--- src/rtl/loba_div_pkg.sv ---
// Shared definitions for the leading-one based approximate divider.
// Holds the default operand width N, the leading-one segment width K, the
// number of restoring-division iterations and the controller state encoding.
package loba_div_pkg;

  localparam int N          = 16;
  localparam int K          = 4;
  localparam int DIV_CYCLES = 3 * K;

  typedef enum logic [2:0] {
    S_IDLE,
    S_SPLIT,
    S_DIV,
    S_NORM,
    S_DONE
  } state_e;

endpackage

--- src/rtl/loba_div_lod.sv ---
// loba_lod: combinational leading-one detector and segment extractor.
// Ports:
//   val_i  [N-1:0]  operand
//   pos_o  [KW-1:0] index of the most significant set bit (0 when val_i==0)
//   seg_o  [K-1:0]  the K bits from pos_o downward, zero-filled below bit 0
module loba_lod #(
  parameter int N  = loba_div_pkg::N,
  parameter int K  = loba_div_pkg::K,
  localparam int KW = $clog2(N)
) (
  input  logic [N-1:0]  val_i,
  output logic [KW-1:0] pos_o,
  output logic [K-1:0]  seg_o
);

  localparam int EW = N + K - 1;

  // Operand shifted up by K-1 so a segment that runs past bit 0 picks up zeros.
  logic [EW-1:0] ext;

  // NOTE: every combinational output gets a default before the loop, so no
  // path leaves it unassigned and no latch is inferred.
  always_comb begin
    pos_o = '0;
    for (int i = 0; i < N; i++) begin
      if (val_i[i]) pos_o = KW'(i);
    end
  end

  assign ext   = EW'(val_i) << (K - 1);
  assign seg_o = ext[pos_o +: K];

endmodule

--- src/rtl/loba_div_16_4.sv ---
// loba_div_16_4: approximate unsigned divider. Each operand is reduced to its
// leading-one position and a K-bit segment; the segments are divided by a
// 3K-step restoring divider and the quotient is re-scaled by the position
// difference.
// Ports:
//   clk, rst (sync, active-high)
//   in_valid / in_ready, a, b   operand handshake (in_ready only in IDLE)
//   out_valid / out_ready, q, dz  result handshake, held until accepted
// Build option: define LOBA_DIV_ROUND_EN to round right-shifted quotients to
// nearest (saturating); otherwise they are truncated. Latency is identical.
module loba_div_16_4 #(
  parameter int N = loba_div_pkg::N,
  parameter int K = loba_div_pkg::K
) (
  input  logic         clk,
  input  logic         rst,
  input  logic         in_valid,
  output logic         in_ready,
  input  logic [N-1:0] a,
  input  logic [N-1:0] b,
  output logic         out_valid,
  input  logic         out_ready,
  output logic [N-1:0] q,
  output logic         dz
);

  import loba_div_pkg::*;

  localparam int QW = 3 * K;          // quotient / dividend width
  localparam int KW = $clog2(N);      // leading-one position width
  localparam int CW = $clog2(QW);     // iteration counter width
  localparam int SW = KW + 3;         // signed shift width

  state_e state_q, state_d;

  logic [N-1:0]  a_q, b_q;
  logic [KW-1:0] ka_q, kb_q;
  logic [QW-1:0] dvd_q;               // dividend shifting out, quotient shifting in
  logic [K-1:0]  rem_q;
  logic [K-1:0]  bh_q;
  logic [CW-1:0] cnt_q;
  logic          zwait_q;             // special-result path holds SPLIT one extra cycle
  logic [N-1:0]  q_q;
  logic          dz_q;

  logic [KW-1:0] ka_w, kb_w;
  logic [K-1:0]  ah_w, bh_w;
  logic          zero_op;

  loba_lod #(.N(N), .K(K)) u_lod_a (.val_i(a_q), .pos_o(ka_w), .seg_o(ah_w));
  loba_lod #(.N(N), .K(K)) u_lod_b (.val_i(b_q), .pos_o(kb_w), .seg_o(bh_w));

  assign zero_op = (a_q == '0) || (b_q == '0);

  // One restoring-division step.
  logic [K:0]    trial;
  logic          ge;
  logic [K-1:0]  diff, rem_d;
  logic [QW-1:0] dvd_d;

  assign trial = {rem_q, dvd_q[QW-1]};
  assign ge    = trial >= {1'b0, bh_q};
  assign diff  = K'(trial - {1'b0, bh_q});
  assign rem_d = ge ? diff : trial[K-1:0];
  assign dvd_d = {dvd_q[QW-2:0], ge};

  // Re-scaling: s = ka - kb - 2K, left shift when s >= 0, right shift otherwise.
  logic [SW-1:0] s_w, s_mag;
  logic          s_neg;
  logic [N-1:0]  q_left, q_right, q_norm;
`ifdef LOBA_DIV_ROUND_EN
  logic [QW:0]   rwide;
  logic [N:0]    rsum;
`endif

  always_comb begin
    s_w    = SW'(ka_q) - SW'(kb_q) - SW'(2 * K);
    s_neg  = s_w[SW-1];
    s_mag  = s_neg ? (~s_w + SW'(1)) : s_w;
    q_left = N'({{N{1'b0}}, dvd_q} << s_mag);
`ifdef LOBA_DIV_ROUND_EN
    // Carry one guard bit through the shift; it is the highest bit dropped.
    rwide   = {dvd_q, 1'b0} >> s_mag;
    rsum    = (N + 1)'(rwide[QW:1]) + (N + 1)'(rwide[0]);
    q_right = rsum[N] ? '1 : rsum[N-1:0];
`else
    q_right = N'(dvd_q >> s_mag);
`endif
    q_norm = s_neg ? q_right : q_left;
  end

  // State register.
  always_ff @(posedge clk) begin
    if (rst) state_q <= S_IDLE;
    else     state_q <= state_d;
  end

  // Next-state logic.
  always_comb begin
    state_d = state_q;
    case (state_q)
      S_IDLE:  if (in_valid) state_d = S_SPLIT;
      S_SPLIT: begin
        if (!zero_op)     state_d = S_DIV;
        else if (zwait_q) state_d = S_DONE;
      end
      S_DIV:   if (cnt_q == CW'(QW - 1)) state_d = S_NORM;
      S_NORM:  state_d = S_DONE;
      S_DONE:  if (out_ready) state_d = S_IDLE;
      default: state_d = S_IDLE;
    endcase
  end

  // Outputs decoded from state only.
  always_comb begin
    in_ready  = (state_q == S_IDLE);
    out_valid = (state_q == S_DONE);
  end

  // Datapath.
  // NOTE: sequential state uses non-blocking assignments so every register
  // samples the pre-edge values regardless of statement order.
  always_ff @(posedge clk) begin
    // NOTE: the whole datapath is reset, not just the visible q/dz, so an
    // abandoned division leaves nothing behind that the next one could see.
    if (rst) begin
      a_q     <= '0;
      b_q     <= '0;
      ka_q    <= '0;
      kb_q    <= '0;
      dvd_q   <= '0;
      rem_q   <= '0;
      bh_q    <= '0;
      cnt_q   <= '0;
      zwait_q <= 1'b0;
      q_q     <= '0;
      dz_q    <= 1'b0;
    end else begin
      case (state_q)
        S_IDLE: begin
          zwait_q <= 1'b0;
          if (in_valid) begin
            a_q <= a;
            b_q <= b;
          end
        end
        S_SPLIT: begin
          ka_q    <= ka_w;
          kb_q    <= kb_w;
          dvd_q   <= {ah_w, {(2 * K){1'b0}}};
          bh_q    <= bh_w;
          rem_q   <= '0;
          cnt_q   <= '0;
          zwait_q <= 1'b1;
          if (zero_op && zwait_q) begin
            q_q  <= (b_q == '0) ? '1 : '0;
            dz_q <= (b_q == '0);
          end
        end
        S_DIV: begin
          dvd_q <= dvd_d;
          rem_q <= rem_d;
          cnt_q <= cnt_q + CW'(1);
        end
        S_NORM: begin
          q_q  <= q_norm;
          dz_q <= 1'b0;
        end
        default: ;
      endcase
    end
  end

  assign q  = q_q;
  assign dz = dz_q;

endmodule

--- config.mk ---
export PLATFORM = sky130hd
export DESIGN_NAME = loba_div_16_4
export DESIGN_NICKNAME = d
export VERILOG_FILES = /design/src/rtl/loba_div_pkg.sv /design/src/rtl/loba_div_lod.sv /design/src/rtl/loba_div_16_4.sv
export SDC_FILE = /design/constraint.sdc
export NUM_CORES = 1
export LEC_CHECK = 0
export CELL_PAD_IN_SITES_DETAIL_PLACEMENT = 0
export CELL_PAD_IN_SITES_GLOBAL_PLACEMENT = 2
export CORE_MARGIN = 2
export CORE_UTILIZATION = 35
export DETAILED_ROUTE_END_ITERATION = 8
export HOLD_SLACK_MARGIN = 0.03
export PLACE_DENSITY = 0.81
export SLEW_MARGIN = 15
export SYNTH_ARGS = -nofsm -noshare
export SYNTH_HDL_FRONTEND = slang
export SYNTH_SLANG_ARGS = --single-unit
--- constraint.sdc ---
create_clock -name clk -period 5 [get_ports clk]
set_input_delay 1 -clock clk [delete_from_list [all_inputs] [get_ports clk]]
set_output_delay 1 -clock clk [all_outputs]
set_load 0.005 [all_outputs]
Word-level counts from Yosys, hierarchy flattened
Index checks and enable logic that the tools add are counted.

word-level totals
  register bits = 85
  input bits = 36
  output and inout bits = 19
  logic and storage cells = 92

cells by class
  $add $sub $neg = 5
  magnitude comparators = 1
  equal/unequal tests = 10
  shift operators = 4
  mux-type cells = 48
  bitwise operators = 1
  reduce and logical (&&, ||, !) cells = 11

operators with widths
  kind                                              number
  2-to-1 mux 4 bit                                  29
  2-to-1 mux 16 bit                                 3
  variable part select 19 x 5 -> 4 bit              2
  logical NOT 16 bit                                2
  one-hot mux 16 bit (2 select lines)               1
  one-hot mux 12 bit (2 select lines)               1
  one-hot mux 4 bit (2 select lines)                2
  left shift 12 x 7 -> 16 bit                       1
  >> shifter 12 x 7 -> 16 bit                       1
  2-to-1 mux 3 bit                                  5
  one-hot mux 3 bit (5 select lines)                1
  adder 7 x 1 -> 7 bit, second input constant       1
  2-to-1 mux 7 bit                                  1
  NOT 7 bit                                         1
  == test 3 x 2 -> 1 bit, second input constant     2
  inequality test 2 bit, second input constant      3
  nonzero test 2 bit                                3
  subtractor 5 x 5 -> 6 bit, second input constant  1
  greater-or-equal comparator 5 x 4 -> 1 bit        1
  subtractor 4 x 4 -> 5 bit                         1
  adder 4 x 1 -> 4 bit, second input constant       1
  == test 4 bit, second input constant              1
  one-hot mux 1 bit (2 select lines)                2
  AND reduction 2 bit                               2
  other kinds (10)                                  12

Longest topological paths before layout
Gate-level depths: netlist of run 1.

  depth after elaboration = 17
  gate-level depth with buffers = 17

Modules after synthesis
Synthesis of run 1 repeated with hierarchy kept, for this count alone.

second synthesis, totals
  cells, all modules = 842
  area total of the unflattened synthesis = 6278.5 um^2

modules (own cells, without submodules)
  module         times used  cells each  area each (um^2)
  loba_div_16_4  1           624         4884.7
  loba_lod       2           109         696.9

Worst setup path before layout of run 1
OpenSTA, ideal clock, no wires.

  path kind = flip-flop to flip-flop
  from = register kb_q[1]
  to = register q_q[10] (netlist: q[10])
  data arrival time = 3.523 ns
  slack = 1.345 ns
  stages on the path, launching flop included = 16
  period minus slack after synthesis = 3.655 ns
  cells stage by stage = dfxtp_1 inv_1 ha_1 nor2b_1 o21ai_1 and2_1 xnor2_1 ha_1 clkbuf_1 mux2i_1 clkbuf_1 mux4_2 mux2i_1 nor2_1 a2111oi_0 nor3_1

between the ends
  longest elaborated chain between the ends = 8
  elaborated cells between the ends (all ways) = 9
  classes of those cells = 3 x add/sub; 2 x shift; 3 x mux; 1 x bitwise

RTL lines
  item                                                                        RTL line                                  text
  start, declared                                                             loba_div_16_4.sv:37                       logic [KW-1:0] ka_q, kb_q;
  start signal, assigned                                                      loba_div_16_4.sv:149                      kb_q <= kb_w;
  subtractor 4 x 4 -> 5 bit *                                                 loba_div_16_4.sv:77                       s_w = SW'(ka_q) - SW'(kb_q) - SW'(2 * K);
  subtractor 5 x 5 -> 6 bit *                                                 loba_div_16_4.sv:77
  NOT 7 bit                                                                   loba_div_16_4.sv:79                       s_mag = s_neg ? (~s_w + SW'(1)) : s_w;
  adder 7 x 1 -> 7 bit                                                        loba_div_16_4.sv:79
  2-to-1 mux 7 bit                                                            loba_div_16_4.sv:79
  left shift 12 x 7 -> 16 bit or >> shifter 12 x 7 -> 16 bit (tied branches)  loba_div_16_4.sv:80, loba_div_16_4.sv:87
  2-to-1 mux 16 bit *                                                         loba_div_16_4.sv:89                       q_norm = s_neg ? q_right : q_left;
  one-hot mux 16 bit (2 select lines) *                                       loba_div_16_4.sv:139                      case (state_q)
  end signal, assigned                                                        loba_div_16_4.sv:156                      q_q <= (b_q == '0) ? '1 : '0;
  end signal, assigned                                                        loba_div_16_4.sv:166                      q_q <= q_norm;
  end, declared                                                               loba_div_16_4.sv:43                       logic [N-1:0] q_q;

Mark *: on every way between the ends. The rest lies on a longest branch, timed or not.
A chain may end at the register's enable or synchronous reset.

Final worst setup path of run 1
  from = register kb_q[1]
  to = register q_q[5] (netlist: q[5])

The elaborated chain is that of the path after synthesis.

==> impl_results.md, run 1 <==
- CTS tree: built
- Hold Path Origin: bh_q[3]$_SDFFE_PP0P_
- Post-layout nets: 830
- Min cycle time layout: ~4200 ps
- Routed Antenna Nets: 0
- Final worst slack: around 850 ps
- Post-synthesis sequential area ratio: between 20% and 30%
- Drt total wl: between 15 and 20 mm
- Initial Utilization: 35.8%
- Core area: about 17000 um2
- CTS Buf Count: 9
- Worst slew pin tran: 1050 ps
- First-pass GRT wire length: 27.3 mm
- WS Path Type: reg2reg
- Vias in the first global route: between 5000 and 6000
- Initial antenna violation count: 0
- FF-to-FF path depth: 15
- Drt pass-1 iters: 5
- Status: finished, final reports clean
- Clock skew: roughly 8.9 ps
- Die area: 18000 um2
- Slowest cell on crit path: mux2i_2
- Post-Synthesis Cell Area: 5940 um2
- Leading area contributor after synthesis: dfxtp_1
- I/O pin total: 55
- Startpoint Class: flip-flop
- Critical Path Sink Type: flip-flop
- Clock sink count: 85
- Final setup fails: 0
- Htree depth: 3
- DP HPWL: 11.9 mm
- EDFF count, synth: 0
- CP top delay family: multiplexers
- DP Worst Slack: between 800 and 900 ps
- Flop-to-flop setup slack: roughly 850 ps
- Slew Viols, Final: 0
- PortBufs: 54
- CP Cell Sequence: inv_1, ha_1, nor2b_1, o21ai_1, and2_1, xnor2_1, ha_1, mux2i_2, buf_4, mux2_2, a22o_1, nand2_1, nand2_1, a22oi_1, o22ai_1
- Largest net degree at the start of global routing: 48
- Unrepaired setup endpoints after global routing: false
- Critical path buffer and inverter count: 2
- Synth top area cells: dfxtp_1 (29%), a21oi_1 (6.9%), nand2_1 (6.9%)
- Asr flop ratio synth: 0%
- Most common cell in the synthesized netlist: nand2_1
- Skew-Pair Late Insertion Delay: ~350 ps
- Die height: 134 um
- Worst EP arrival: 4350 ps
- DR iter-0 viols: 435
- Gate Count Post-Synth: 758
- Post-synth top cells: nand2_1 (109), dfxtp_1 (85), a21oi_1 (82), nor2_1 (82), clkbuf_1 (37)
- Fill cells: 1715
- Syn Nets: 808
- Final period util: 83.1%
- Total congestion overflow: 0
- Synth Warn #: 0
- Setup TNS: 0 ps
- Setup bufs post-CTS: 0
- F_max: about 240 MHz
- Max-Cap Viols: 0
- Via count: between 5000 and 6000
- Hold path depth: 2
- Ant. Diodes: 0
- CTS Hold Bufs: 0
- Clock Pin Slew Worst Setup and Hold Paths: 70 ps
- DR WL/cell: 16.4 um
- Slew margin rel.: about 30%
- Synth Flop Type: dfxtp_1
- Worst hold path class: reg2reg
- Share of cells above drive strength 1: 9.68%
- Mean Syn Cell Area: between 7 and 8 um2
- Worst r2r src: kb_q[1]$_SDFFE_PP0P_
- Residual DRC: 0
- CP peak stage delay: 670 ps
- Vias per cell: 5.62
- Synth cell types: 77
- Min-Delay Endpoint: bh_q[3]$_SDFFE_PP0P_
- Post-cts sizing count: 0
- Cell row count: 47
- Gr usage total: 18.6%
- Crit path max fanout: 13
- Area added between synthesis and finish: 16.5%
- CTS root buf: clkbuf_16
- Seq cells post-synth: 85
- Die Wd: 134 um
- GPL Wtd Cong: 0.882
- Max clock buf depth: 2
- Top cell type's share of synthesized area: 28.7%
- Final hold violation count: 0
- RR Endpoint: q[5]$_SDFFE_PP0P_
- Critical Path RT: 5200 ps
==> cell families after synthesis <==
logic type	after synthesis	synth area share [%]
buffers and inverters	76	5.14
AOI/OAI and AO/OA	221	24.5
xor gates and xnor gates	6	1.26
and+or+nand+nor	309	25.4
adders and majority gates	14	3.20
muxes	47	11.8
DFF	85	28.7
==> placed cells by master, fill, tap and decap left out, drive strengths merged, types with 5 or more instances in the layout <==
cell / n
a211oi: 19
a21oi: 86
a22oi: 16
a31oi: 14
and2: 5
buf: 12
clkbuf: 12
clkdlybuf4s50: 53
dfxtp: 85
ha: 12
inv: 22
mux2i: 25
mux4: 18
nand2: 109
nand2b: 16
nand3: 13
nand3b: 6
nor2: 84
nor2b: 17
nor3: 24
nor4: 11
o211ai: 6
o21ai: 25
o22ai: 12
==> tightest hold or removal path: stages, from the launching register on <==
cell	delay [ps]
dfxtp_1	300
inv_1	70
a211oi_1	60
==> state kept, by name (all words and copies together) (netlist names) <==
| signal | cells |
|---|---|
| a_q | 16 |
| b_q | 16 |
| q | 16 |
| dvd_q | 12 |
| bh_q | 4 |
| cnt_q | 4 |
| ka_q | 4 |
| kb_q | 4 |
| rem_q | 4 |
| state_q | 3 |
| dz | 1 |
| zwait_q | 1 |
==> cell type report <==
class	count	area (um2)	share of cell area, %
clock buffers	12	246	3.56
clock inverters	4	47.5	0.688
inverters	22	82.6	1.19
multi-input cells	597	3940	57.0
flip-flops and latches	85	1700	24.6
well taps	220	275	3.98
repair buffers	65	618	8.94
==> how the worst max path moves through the flow <==
stage | start | cells after the start | endpoint | slack (ps)
floorplan | kb_q[1]$_SDFFE_PP0P_ | 15 | q[10]$_SDFFE_PP0P_ | 1350
global placement | kb_q[1]$_SDFFE_PP0P_ | 15 | q[5]$_SDFFE_PP0P_ | 990
detailed placement | kb_q[1]$_SDFFE_PP0P_ | 15 | q[5]$_SDFFE_PP0P_ | 860
CTS | kb_q[1]$_SDFFE_PP0P_ | 15 | q[5]$_SDFFE_PP0P_ | 860
global route | kb_q[1]$_SDFFE_PP0P_ | 14 | q[8]$_SDFFE_PP0P_ | 470
finish | kb_q[1]$_SDFFE_PP0P_ | 15 | q[5]$_SDFFE_PP0P_ | 850
==> through the flow <==
stage | util [%] | hold WS [ps] | instances | area (um2)
after CTS | 41.7 | 485 | 1005 | 6910
final | 41.7 | 483 | 1005 | 6910
after floorplan | - | 441 | 758 | 5940
after global routing | 41.7 | 496 | 1005 | 6910
after detailed placement | 39.9 | 475 | 989 | 6620
after global placement | 39.9 | 463 | 989 | 6620
==> layer usage <==
layer  vias to the layer above  GRT usage [%]  wire length (um)
li1                       2811              -                 -
met1                      2670           25.1              7810
met2                       142           30.2              7710
met3                        24           2.31               516
met4                         0           7.37               404
met5                         -              0                 0
Power of run 1 is left out: the tool's default activity adds up to more than one toggle a clock period on the data nets, which glitch-free logic cannot reach.
==> run 2, diff against run 1 <==
- CORE_UTILIZATION: 35 -> 31
- PLACE_DENSITY: 0.81 -> 0.75
- clock period: 5 -> 3.35 ns (I/O delays scaled with it)
==> impl_results.md, run 2 (same netlist as run 1, synthesis figures left out) <==
- I/O pin total: 55 (unchanged)
- Total congestion overflow: 0 (unchanged)
- Worst EP arrival: 3450 ps (-900 ps)
- Slew Viols, Final: 0 (unchanged)
- CTS root buf: clkbuf_16
- Area added between synthesis and finish: 22.1%
- Largest net degree at the start of global routing: 70 (+46%)
- CTS Buf Count: 9 (unchanged)
- Gr usage total: 17.3% (-1.3 points)
- Status: finished, final reports clean
- Cell row count: 50 (+6.4%)
- Vias per cell: 5.46 (-2.8%)
- GRT busiest layer: met2
- Inst Count DP: 1019 (+3.0%)
- Worst hold path class: reg2reg
- DR iter-0 viols: 329 (-24%)
- Worst slew pin tran: 1050 ps (-1.60 ps)
- CP peak stage delay: 380 ps (-290 ps)
- First-pass GRT wire length: 28.4 mm (+4.3%)
- Share of cells above drive strength 1: 13.5% (+3.8 points)
- DP HPWL: 12.2 mm (+3.2%)
- Clock Pin Slew Worst Setup and Hold Paths: 70 ps (about the same)
- Met2 Usage GRT: 28.5% (-1.7 points)
- Ant. Diodes: 0 (unchanged)
- Final period util: 96.1% (+13 points)
- Final worst slack: 132 ps (-716 ps)
- Core area: 18800 um2 (+13%)
- Startpoint Class: flip-flop
- Min cycle time layout: 3220 ps (-934 ps)
- DR WL/cell: 16.4 um (about the same)
- Max clock buf depth: 2 (unchanged)
- Critical Path RT: 3580 ps (-1620 ps)
- PortBufs: 54 (unchanged)
- Routed Antenna Nets: 0 (unchanged)
- Crit path max fanout: 5 (-8)
- Htree depth: 3 (unchanged)
- Via count: 5681 (+0.60%)
- F_max: 311 MHz (+29%)
- Post-layout nets: 851 (+2.5%)
- Met3 usage: 2.52% (+0.22 points)
- Clock sink count: 85 (unchanged)
- Skew-Pair Late Insertion Delay: 360 ps (about the same)
- Die area: 20300 um2 (+13%)
- Die height: 142 um (+6.1%)
- Die Wd: 142 um (+6.1%)
- Initial Utilization: 31.6% (-4.2 points)
- Most common cell after layout, fill and taps aside: nand2_1
- GR Util met1: 23.1% (-2.0 points)
- Post-route insts no fill: 1040 (+3.5%)
- CTS tree: built
- Residual DRC: 0 (unchanged)
- Final hold violation count: 0 (unchanged)
- Initial antenna violation count: 0 (unchanged)
- Final setup fails: 0 (unchanged)
- Clock skew: 11.9 ps (+2.94 ps)
- DP Worst Slack: 18.1 ps (-841 ps)
- Slowest cell on crit path: a2111oi_2
- CP Cell Sequence: inv_1, ha_1, nor2b_1, o21ai_2, and2_4, xnor2_2, ha_4, mux2i_4, mux2_4, a22o_1, mux2i_1, nor2_1, a2111oi_2, nor3_1
- WS Path Type: reg2reg
- Critical Path Sink Type: flip-flop
- Max-Cap Viols: 0 (unchanged)
- Most frequent cells in the layout: nand2_1 (109), dfxtp_1 (84), nor2_1 (82), a21oi_1 (82), clkdlybuf4s50_1 (53)
- Vias in the first global route: 5507 (+6.9%)
- GPL Wtd Cong: 0.884 (+0.23%)
- Slew margin rel.: 30.0% (+0.11 points)
- Drt pass-1 iters: 5 (unchanged)
- Drt total wl: 17.0 mm (+3.5%)
run 2: changes by cell type in the layout (fill, tap and decap cells not counted), sizes merged:
cell / before / now
buf: 12 / 32
clkbuf: 12 / 14
clkinv: 2 / 1
run 2: cell type report:
type / count / area, um2
tap: 234 / 293
inverter: 22 / 82.6
fill: 1895 / 11500
multi-input combinational: 597 / 4010
clock inverter: 3 / 42.5
sequential: 85 / 1700
timing repair buffer: 86 / 851
clock buffer: 13 / 270
run 2: repair_timing:
action | CTS | global route
resized for setup | 0 | 18
setup buffers | 0 | 4
setup endpoints to repair | 0 | 16
endpoints found under the hold margin | 0 | 0
hold buffers | 0 | 0
run 2: metrics by stage:
| stage | util [%] | instance area (um2) | hold slack, ps | TNS, ps |
|---|---|---|---|---|
| final | 38.6 | 7250 | 473 | 0 |
| after global routing | 38.6 | 7250 | 525 | -5.44 |
| after CTS | 38.0 | 7140 | 485 | 0 |
| after detailed placement | 36.4 | 6820 | 476 | 0 |
| after global placement | 36.4 | 6820 | 469 | 0 |
| after floorplan | - | 5960 | 441 | 0 |
run 2: per-layer routing:
metal / part of all wire [%] / vias to the layer above
li1: - / 2856
met1: 48 / 2691
met2: 47 / 111
met3: 3.2 / 23
met4: 1.9 / 0
met5: 0 / -
run 2: worst paths after layout:
| kind | startpoint | slack (ps) | cells after the start | endpoint |
|---|---|---|---|---|
| setup reg to reg | kb_q[1]$_SDFFE_PP0P_ | 130 | 14 | q[10]$_SDFFE_PP0P_ |
| setup / recovery | kb_q[1]$_SDFFE_PP0P_ | 130 | 14 | q[10]$_SDFFE_PP0P_ |
| hold / removal | bh_q[3]$_SDFFE_PP0P_ | 470 | 2 | bh_q[3]$_SDFFE_PP0P_ |
| hold reg to reg | bh_q[3]$_SDFFE_PP0P_ | 470 | 2 | bh_q[3]$_SDFFE_PP0P_ |
run 2: worst max-delay path, delay by kind of cell, from the launching register on:
kind / cells / cell delay [ps]
muxes: 3 / 860
AOI/OAI and AO/OA: 3 / 730
and+or+nand+nor: 4 / 490
adders and majority gates: 2 / 450
DFF: 1 / 320
xor gates and xnor gates: 1 / 210
buffers and inverters: 1 / 40
Power of run 2 is left out for the same reason.
